==> config.mk <==
export PLATFORM = sky130hd
export DESIGN_NAME = cart_mbc1
export DESIGN_NICKNAME = d
export VERILOG_FILES = /design/src/rtl/cart_pkg.sv /design/src/rtl/cart_mbc1_map.sv /design/src/rtl/cart_mbc1.sv
export SDC_FILE = /design/constraint.sdc
export NUM_CORES = 1
export LEC_CHECK = 0
export BUFFER_PORTS_ARGS = -buffer_cell sky130_fd_sc_hd__buf_2
export CAP_MARGIN = 20
export CORE_ASPECT_RATIO = 1.5
export CORE_MARGIN = 8
export CORE_UTILIZATION = 50
export CTS_BUF_LIST = sky130_fd_sc_hd__clkbuf_8
export DETAILED_ROUTE_END_ITERATION = 16
export MAX_ROUTING_LAYER = met4
export PLACE_DENSITY_LB_ADDON = 0.08
export SYNTH_ARGS = -nofsm -noshare
export SYNTH_HDL_FRONTEND = slang
export SYNTH_SLANG_ARGS = --single-unit
==> constraint.sdc <==
create_clock -name clk -period 2.4 [get_ports clk]
set_clock_uncertainty 0.2 [all_clocks]
set_input_delay 0.12 -clock clk [delete_from_list [all_inputs] [get_ports clk]]
set_output_delay 0.12 -clock clk [all_outputs]
set_load 0.1 [all_outputs]
==> src/rtl/cart_pkg.sv <==
// Shared constants and types for the MBC1 cartridge responder.
// Region bases, register targets and FSM states.
package cart_pkg;

  localparam logic [15:0] BASE_RAMEN = 16'h0000;
  localparam logic [15:0] BASE_BANK1 = 16'h2000;
  localparam logic [15:0] BASE_BANK2 = 16'h4000;
  localparam logic [15:0] BASE_MODE  = 16'h6000;
  localparam logic [15:0] BASE_RAM   = 16'hA000;

  localparam logic [3:0] RAM_EN_KEY = 4'hA;

  localparam logic [2:0] TGT_NONE  = 3'd0;
  localparam logic [2:0] TGT_RAMEN = 3'd1;
  localparam logic [2:0] TGT_BANK1 = 3'd2;
  localparam logic [2:0] TGT_BANK2 = 3'd3;
  localparam logic [2:0] TGT_MODE  = 3'd4;

  typedef enum logic [1:0] {
    ST_IDLE,
    ST_REQ,
    ST_DONE
  } state_t;

endpackage

==> src/rtl/cart_mbc1_map.sv <==
// MBC1 address decoder: bus address plus bank state to
// backing-memory address, select and register target.
module cart_mbc1_map
  import cart_pkg::*;
#(
  parameter int ROM_ADDR_W = 21,
  parameter int RAM_ADDR_W = 15
) (
  input  logic [15:0] a,
  input  logic [4:0]  bank1,
  input  logic [1:0]  bank2,
  input  logic        mode,
  input  logic        ram_en,
  output logic        hit,
  output logic        mem_sel,
  output logic [20:0] mem_addr,
  output logic [2:0]  tgt
);

  localparam logic [20:0] ROM_MASK =
    21'((64'd1 << ROM_ADDR_W) - 64'd1);
  localparam logic [20:0] RAM_MASK =
    21'((64'd1 << RAM_ADDR_W) - 64'd1);

  logic [2:0]  rgn;
  logic [20:0] rom0;
  logic [20:0] romx;
  logic [20:0] ram;

  assign rgn = a[15:13];

  always_comb begin
    rom0 = mode ? {bank2, 5'b0, a[13:0]}
                : {7'b0, a[13:0]};
    romx = {bank2, bank1, a[13:0]};
    ram  = {6'b0, (mode ? bank2 : 2'b0), a[12:0]};
    hit      = 1'b0;
    mem_sel  = 1'b0;
    mem_addr = '0;
    tgt      = TGT_NONE;
    unique case (1'b1)
      rgn == BASE_RAMEN[15:13]: begin
        hit      = 1'b1;
        mem_addr = rom0 & ROM_MASK;
        tgt      = TGT_RAMEN;
      end
      rgn == BASE_BANK1[15:13]: begin
        hit      = 1'b1;
        mem_addr = rom0 & ROM_MASK;
        tgt      = TGT_BANK1;
      end
      rgn == BASE_BANK2[15:13]: begin
        hit      = 1'b1;
        mem_addr = romx & ROM_MASK;
        tgt      = TGT_BANK2;
      end
      rgn == BASE_MODE[15:13]: begin
        hit      = 1'b1;
        mem_addr = romx & ROM_MASK;
        tgt      = TGT_MODE;
      end
      rgn == BASE_RAM[15:13]: begin
        // disabled RAM never reaches the memory port
        hit      = ram_en;
        mem_sel  = 1'b1;
        mem_addr = ram & RAM_MASK;
      end
      default: ;
    endcase
  end

endmodule

==> src/rtl/cart_mbc1.sv <==
// MBC1 cartridge responder: bank registers, access edge
// detect and req/ack handshake to the backing memory.
module cart_mbc1
  import cart_pkg::*;
#(
  parameter int ROM_ADDR_W     = 21,
  parameter int RAM_ADDR_W     = 15,
  parameter int TIMEOUT_CYCLES = 8
) (
  input  logic        clk,
  input  logic        rst,
  input  logic [15:0] a,
  input  logic [7:0]  din,
  output logic [7:0]  dout,
  input  logic        wr,
  input  logic        rd,
  input  logic        cs,
  output logic        mem_req,
  output logic        mem_we,
  output logic        mem_sel,
  output logic [20:0] mem_addr,
  output logic [7:0]  mem_wdata,
  input  logic [7:0]  mem_rdata,
  input  logic        mem_ack,
  output logic        ram_en,
  output logic        timeout
);

  localparam int CW = $clog2(TIMEOUT_CYCLES + 1);
  localparam logic [CW-1:0] TLAST =
    CW'(TIMEOUT_CYCLES - 1);

  state_t        state;
  state_t        state_d;
  logic [4:0]    bank1;
  logic [1:0]    bank2;
  logic          mode;
  logic          acc;
  logic          acc_q;
  logic          drop;
  logic [CW-1:0] cnt;

  logic          start;
  logic          reg_go;
  logic          mem_go;
  logic          keep;
  logic          expire;
  logic          m_hit;
  logic          m_sel;
  logic [20:0]   m_addr;
  logic [2:0]    m_tgt;

  cart_mbc1_map #(
    .ROM_ADDR_W(ROM_ADDR_W),
    .RAM_ADDR_W(RAM_ADDR_W)
  ) u_map (
    .a        (a),
    .bank1    (bank1),
    .bank2    (bank2),
    .mode     (mode),
    .ram_en   (ram_en),
    .hit      (m_hit),
    .mem_sel  (m_sel),
    .mem_addr (m_addr),
    .tgt      (m_tgt)
  );

  assign acc    = rd | wr;
  assign start  = cs & acc & ~acc_q
                & (state == ST_IDLE);
  assign reg_go = start & wr & (m_tgt != TGT_NONE);
  assign mem_go = start & m_hit & ~reg_go;
  assign keep   = acc & ~drop;
  assign expire = (cnt == TLAST);

  always_ff @(posedge clk or negedge rst) begin
    if (!rst) state <= ST_IDLE;
    else      state <= state_d;
  end

  always_comb begin
    state_d = state;
    unique case (state)
      ST_IDLE: begin
        if (mem_go) state_d = ST_REQ;
      end
      ST_REQ: begin
        if (mem_ack)
          state_d = keep ? ST_DONE : ST_IDLE;
        else if (expire)
          state_d = ST_DONE;
      end
      ST_DONE: begin
        if (!acc) state_d = ST_IDLE;
      end
      default: state_d = ST_IDLE;
    endcase
  end

  always_ff @(posedge clk or negedge rst) begin
    if (!rst) begin
      bank1     <= 5'd1;
      bank2     <= 2'd0;
      mode      <= 1'b0;
      ram_en    <= 1'b0;
      acc_q     <= 1'b0;
      drop      <= 1'b0;
      cnt       <= '0;
      mem_req   <= 1'b0;
      mem_we    <= 1'b0;
      mem_sel   <= 1'b0;
      mem_addr  <= '0;
      mem_wdata <= '0;
      dout      <= 8'hFF;
      timeout   <= 1'b0;
    end else begin
      acc_q   <= acc;
      timeout <= 1'b0;
      if (reg_go) begin
        case (m_tgt)
          TGT_RAMEN: ram_en <= (din[3:0] == RAM_EN_KEY);
          TGT_BANK1: bank1  <= (din[4:0] == 5'd0)
                               ? 5'd1 : din[4:0];
          TGT_BANK2: bank2  <= din[1:0];
          TGT_MODE:  mode   <= din[0];
          default: ;
        endcase
      end
      if (mem_go) begin
        mem_req   <= 1'b1;
        mem_we    <= wr;
        mem_sel   <= m_sel;
        mem_addr  <= m_addr;
        mem_wdata <= din;
        cnt       <= '0;
        drop      <= 1'b0;
      end
      if (state == ST_REQ) begin
        // a released access still finishes the handshake
        if (!acc) drop <= 1'b1;
        if (mem_ack) begin
          mem_req <= 1'b0;
          if (!mem_we && keep) dout <= mem_rdata;
        end else if (expire) begin
          mem_req <= 1'b0;
          timeout <= 1'b1;
          dout    <= 8'hFF;
        end else begin
          cnt <= cnt + 1'b1;
        end
      end
      if (state == ST_DONE && !acc) dout <= 8'hFF;
    end
  end

endmodule

== Yosys cells after proc, flatten, opt, wreduce, memory -nomap -nowiden ==
Cells that the tools add are included.
Storage, ports and cells
  flip-flop bits (word level): 58
  latch bits: 0
  RAM bits: 0
  bits in read-only memories: 0
  output and inout bits: 42
  word-level logic and storage cells: 95
  memories: 0
Cells by class
  $add $sub $neg: 1
  multiply operators: 0
  div/mod/pow operators: 0
  $lt $le $gt $ge: 0
  eq/ne operators: 16
  shifts and indexed selects: 0
  mux-type cells: 32
  bitwise logic cells: 12
  reduce and logical (&&, ||, !) cells: 19
Operators with widths (count)
  one-hot mux 21 bit (3 select lines): 1
  2-to-1 mux 8 bit: 5
  2-to-1 mux 21 bit: 1
  2-to-1 mux 4 bit: 4
  == test 3 x 2 -> 1 bit (second input constant): 4
  2-to-1 mux 2 bit: 6
  one-hot mux 3 bit (4 select lines): 1
  2-to-1 mux 1 bit: 11
  AND 1 bit: 8
  AND reduction 2 bit: 4
  == test 3 x 1 -> 1 bit (second input constant): 2
  == test 3 bit (second input constant): 2
  one-hot mux 2 bit (3 select lines): 1
  AND reduction 3 bit: 2
  nonzero test 3 bit: 2
  logical NOT 5 bit: 1
  2-to-1 mux 5 bit: 1
  adder 4 x 1 -> 4 bit (second input constant): 1
  == test 4 x 3 -> 1 bit (second input constant): 1
  == test 4 bit (second input constant): 1
  inequality test 2 bit (second input constant): 2
  OR reduction 2 bit: 2
  OR reduction 4 bit: 1
  logical NOT 3 bit: 1
  other kinds (11): 15

== Longest topological paths before layout ==
  word-level depth: 12
  mapped depth: 5
  mapped depth without buffers: 4

== Modules after synthesis ==
From an unflattened synthesis, not the netlist that was laid out.
Unflattened totals
  cell total of the unflattened synthesis: 220
  area, all modules: 2772.7 µm²
Modules (own cells, without submodules)
  cart_mbc1: times used 1, cells an instance 181, area an instance 2483.6 µm²
  cart_mbc1_map: times used 1, cells an instance 39, area an instance 289.0 µm²

== Worst setup path before layout ==
No wires, ideal clock.
  path type: reg2reg
  from: register ram_en
  to: register mem_addr[0]
  library setup time: 0.126 ns
  arrival: 2.179 ns
  data required time: 2.074 ns
  path slack: -0.105 ns
  cell stages (with the launch flop): 5
  buffers on the path: 1
  clock period less this slack: 2.505 ns
  cells stage by stage: dfrtp_1 nand4b_1 a211oi_4 buf_6 mux2_4
On the way
  word-level cells in the longest chain between the ends: 3
Ends and longest elaborated chain
  start: declaration: RTL line cart_mbc1.sv:25  | output logic ram_en,
  start signal: assignment: RTL line cart_mbc1.sv:121  | TGT_RAMEN: ram_en <= (din[3:0] == RAM_EN_KEY);
  one-hot mux 1 bit (2 select lines): RTL line cart_mbc1_map.sv:41  | unique case (1'b1)
  AND 1 bit (2 in series): RTL line cart_mbc1.sv:72  | assign mem_go = start & m_hit & ~reg_go;
  end signal: assignment: RTL line cart_mbc1.sv:133  | mem_addr <= m_addr;
  end: declaration: RTL line cart_mbc1.sv:21  | output logic [20:0] mem_addr,
No other way between the ends.
A chain may end at the register's enable or synchronous reset.

== Final worst setup path ==
  from: register state[1]
  to: register mem_wdata[7]
On the way
  word-level cells in the longest chain between the ends: 6
Ends and longest elaborated chain
  start: declaration: RTL line cart_mbc1.sv:33  | state_t state;
  start signal: assignment: RTL line cart_mbc1.sv:78  | else state <= state_d;
  logical NOT 2 bit (*): RTL line cart_mbc1.sv:70  | & (state == ST_IDLE);
  AND 1 bit (*): RTL line cart_mbc1.sv:70
  AND 1 bit (2 in series): RTL line cart_mbc1.sv:71  | assign reg_go = start & wr & (m_tgt != TGT_NONE);
  NOT 1 bit: RTL line cart_mbc1.sv:72
  AND 1 bit (*): RTL line cart_mbc1.sv:72
  end signal: assignment: RTL line cart_mbc1.sv:134  | mem_wdata <= din;
  end: declaration: RTL line cart_mbc1.sv:22  | output logic [7:0] mem_wdata,
Mark *: on every way between the ends. The rest lies on a longest branch, timed or not.

==> metrics.md <==
| Metric | Value |
|---|---|
| Tmin final | roughly 2.2 ns |
| Syn avg cell area | 13.08 µm² |
| Count of unique library cells instantiated by Yosys | 43 |
| Slew margin rel. | 0.6581 |
| Hold WS | 0.03769 ns |
| Most common cell in the netlist | dfrtp_1 |
| First-pass GRT wire length | 10270 µm |
| Area fraction of the dominant cell type after synthesis | 0.4806 |
| Core area | 5045 µm² |
| GRT Util Overall | 0.1821 |
| Die W | 74.33 µm |
| Startpoint Class | register |
| List of most frequent post-synthesis cells | 49 x dfrtp_1, 14 x mux2_2, 10 x inv_1, 10 x mux2_4, 9 x dfstp_2 |
| Share of cells above drive strength 1 | 0.4246 |
| Reg-to-Reg Start | state[1] |
| Leak | around 1.7 nW |
| Final Net Count | 359 |
| Worst-path clk slew | 0.07 ns |
| Flip-flop and latch area | 1464 µm² |
| Critical path cell sequence | or4b_4, a211oi_4, buf_12, mux2_2 |
| Post-synth EDFFs | 0 |
| Flop2flop setup slack | between 0.2 and 0.25 ns |
| HP Class | in -> async |
| Clk root buf | clkbuf_8 |
| Slew Limit Fails | 0 |
| Area contributors post-synth | dfrtp_1 48%, dfstp_2 9.3%, mux2_2 6.2% |
| TritonCTS clock tree | built |
| Initial core utilization | 0.5057 |
| Grt ovf | 0 |
| Pwr Density | about 1100 nW/µm² |
| Gate Count Post-Synth | 195 |
| Placed wire-length estimate | 4163 µm |
| Total power | 4.161 mW |
| Vias in the first global route | 2163 |
| Num CTS Buffers | 9 |
| Met1 usage | 0.1916 |
| Postcts setup bufs | 0 |
| IO Count | 80 |
| Antenna violations before repair | 0 |
| Input/output buffers | 79 |
| Sequential area share after synthesis | 0.5733 |
| Worst EP arrival | roughly 2.2 ns |
| Drt total wl | 6097 µm |
| CTS Sinks | 58 |
| R2r endpoint | mem_wdata[7] |
| R2R depth | 4 |
| Max clock buf depth | 2 |
| Post-cts sizing count | 0 |
| CP delay by family, top | simple AND/OR/NAND/NOR gates |
| Met2 Use GR | 0.3084 |
| Critical Path End Type | register |
| Peak supply drop | between 0.8 and 0.9 mV |
| Largest area contributor in the netlist | dfrtp_1 |
| Multi-input logic area | ~1000 µm² |
| CTS H-tree depth | 3 |
| CP max FO | 27 |
| Max incr delay on CP | 0.59 ns |
| Die Span Y | 103.5 µm |
| Hold Violations, Final | 0 |
| Busiest grt layer | met2 |
| Syn-to-layout area delta | 42.13% |
| Final period util | 0.8984 |
| Drt drc | 0 |
| Critical path's slowest cell | or4b_4 |
| Yosys warns | 0 |
| CP bufs+invs | 1 |
| DR vias | a little under 2000 |
| Max Clock Freq | around 0.46 GHz |
| Critical Path RT | between 2 and 2.5 ns |
| Setup repair after global routing missed its margin | false |
| Routed WL per cell | 15.51 µm |
| Hold Buf Count CTS | 37 |
| Post-synthesis register bit count | 58 |
| Worst skew pair latency | 0.33 ns |
| Commonest register cell after synthesis | dfrtp_1 |
| Met3 Use GR | 0.04730 |
| Post-Synthesis Net Count | 234 |
| Status | complete, no violations |
| Slew @ Worst Pin | ~0.51 ns |
| Crit path kind | reg -> reg |
| Initial DRT Pass Iterations | 4 |
| Die ar. | around 7700 µm² |
| Largest net degree at the start of global routing | 28 |
| Synth async-reset ratio | 1.000 |
| Synthesized area | 2551 µm² |
| Max Cap Violations | 0 |
| FILL cells | just under 400 |
| Final setup viols | 0 |
| # rows | 32 |
| Setup TNS | 0 ns |
| N_diodes | 0 |
| Via density | between 4 and 5 |
| Detail Route Antenna Nets | 0 |
| Global placement routability congestion | between 0.7 and 0.8 |
| Number of DRC markers in iteration 0 | 107 |
## worst register-to-register path, cell delays in order (launching register included)
cell	delay (ns)
dfrtp_1	0.42
or4b_4	0.59
a211oi_4	0.24
buf_12	0.23
mux2_2	0.36
## report_power, final
group	internal [mW]	leakage, nW	switching [mW]
logic	0.351	0.899	1.52
registers	1.22	0.717	0.109
clock network	0.600	0.120	0.367
## metal layers
layer / vias to the layer above / wire length (µm)
li1: 959 / -
met1: 952 / 2451
met2: 45 / 3335
met3: 8 / 215
met4: 0 / 94
met5: - / 0
## state kept, by name, indices dropped and copies added, names as in the netlist
register   count
mem_sel        1
cnt            4
timeout        1
mode           1
mem_addr      21
acc_q          1
mem_wdata      8
mem_req        1
state          2
bank2          2
dout           8
mem_we         1
ram_en         1
drop           1
bank1          5
## cell families (layout without fill, tap and decap cells)
logic type / Yosys count / count (layout) / share of synthesized area
muxes: 36 / 36 / 0.1712
buffers and inverters: 18 / 148 / 0.03384
adders and majority gates: 1 / 1 / 0.004904
AOI/OAI and AO/OA: 37 / 37 / 0.1069
xor gates and xnor gates: 1 / 1 / 0.003434
DFF: 58 / 58 / 0.5733
and+or+nand+nor: 44 / 44 / 0.1064
## area by class of cell
type,count,area share
Multi-Input combinational cell,119,0.2764
Timing Repair Buffer,122,0.2271
Clock inverter,6,0.02105
Inverter,10,0.01035
Sequential cell,58,0.4037
Clock buffer,10,0.03796
Tap cell,68,0.02346
## metrics by stage
stage          std cells  worst slack [ns]  instance area [µm²]    util
2_1_floorplan        195            0.1961                 2552       -
3_3_place_gp         340            0.2700                 3042  0.6029
3_5_place_dp         340            0.2401                 3042  0.6029
4_1_cts              393            0.2318                 3626  0.7188
5_1_grt              393            0.1717                 3626  0.7188
6_report             393            0.2439                 3626  0.7188
## cells in the final DEF (no fill, tap or decap), types with 6 or more instances in the layout
master         synthesis  final
mux2_4                10     10
a2bb2oi_1              8      8
a21oi_1                8      8
mux2_1                 7      7
o21ai_0                6      6
buf_2                  0     79
inv_1                 10     13
dfstp_2                9      9
dlygate4sd3_1          0     37
nand2_1                6      6
mux2_2                14     14
nor2_1                 8      8
clkbuf_8               0     10
dfrtp_1               49     48
## worst max path at each step
stage / to / start / cells past startpoint / slack [ns]
after detailed placement: mem_wdata[7] / state[1] / 4 / 0.24
after global placement: mem_addr[9] / state[1] / 4 / 0.27
after CTS: mem_wdata[7] / state[1] / 4 / 0.23
final: mem_wdata[7] / state[1] / 4 / 0.24
after floorplan: mem_addr[0] / ram_en / 4 / 0.20
after global routing: mem_addr[5] / state[1] / 4 / 0.17
No activity file was read; power rests on OpenSTA's default activity.
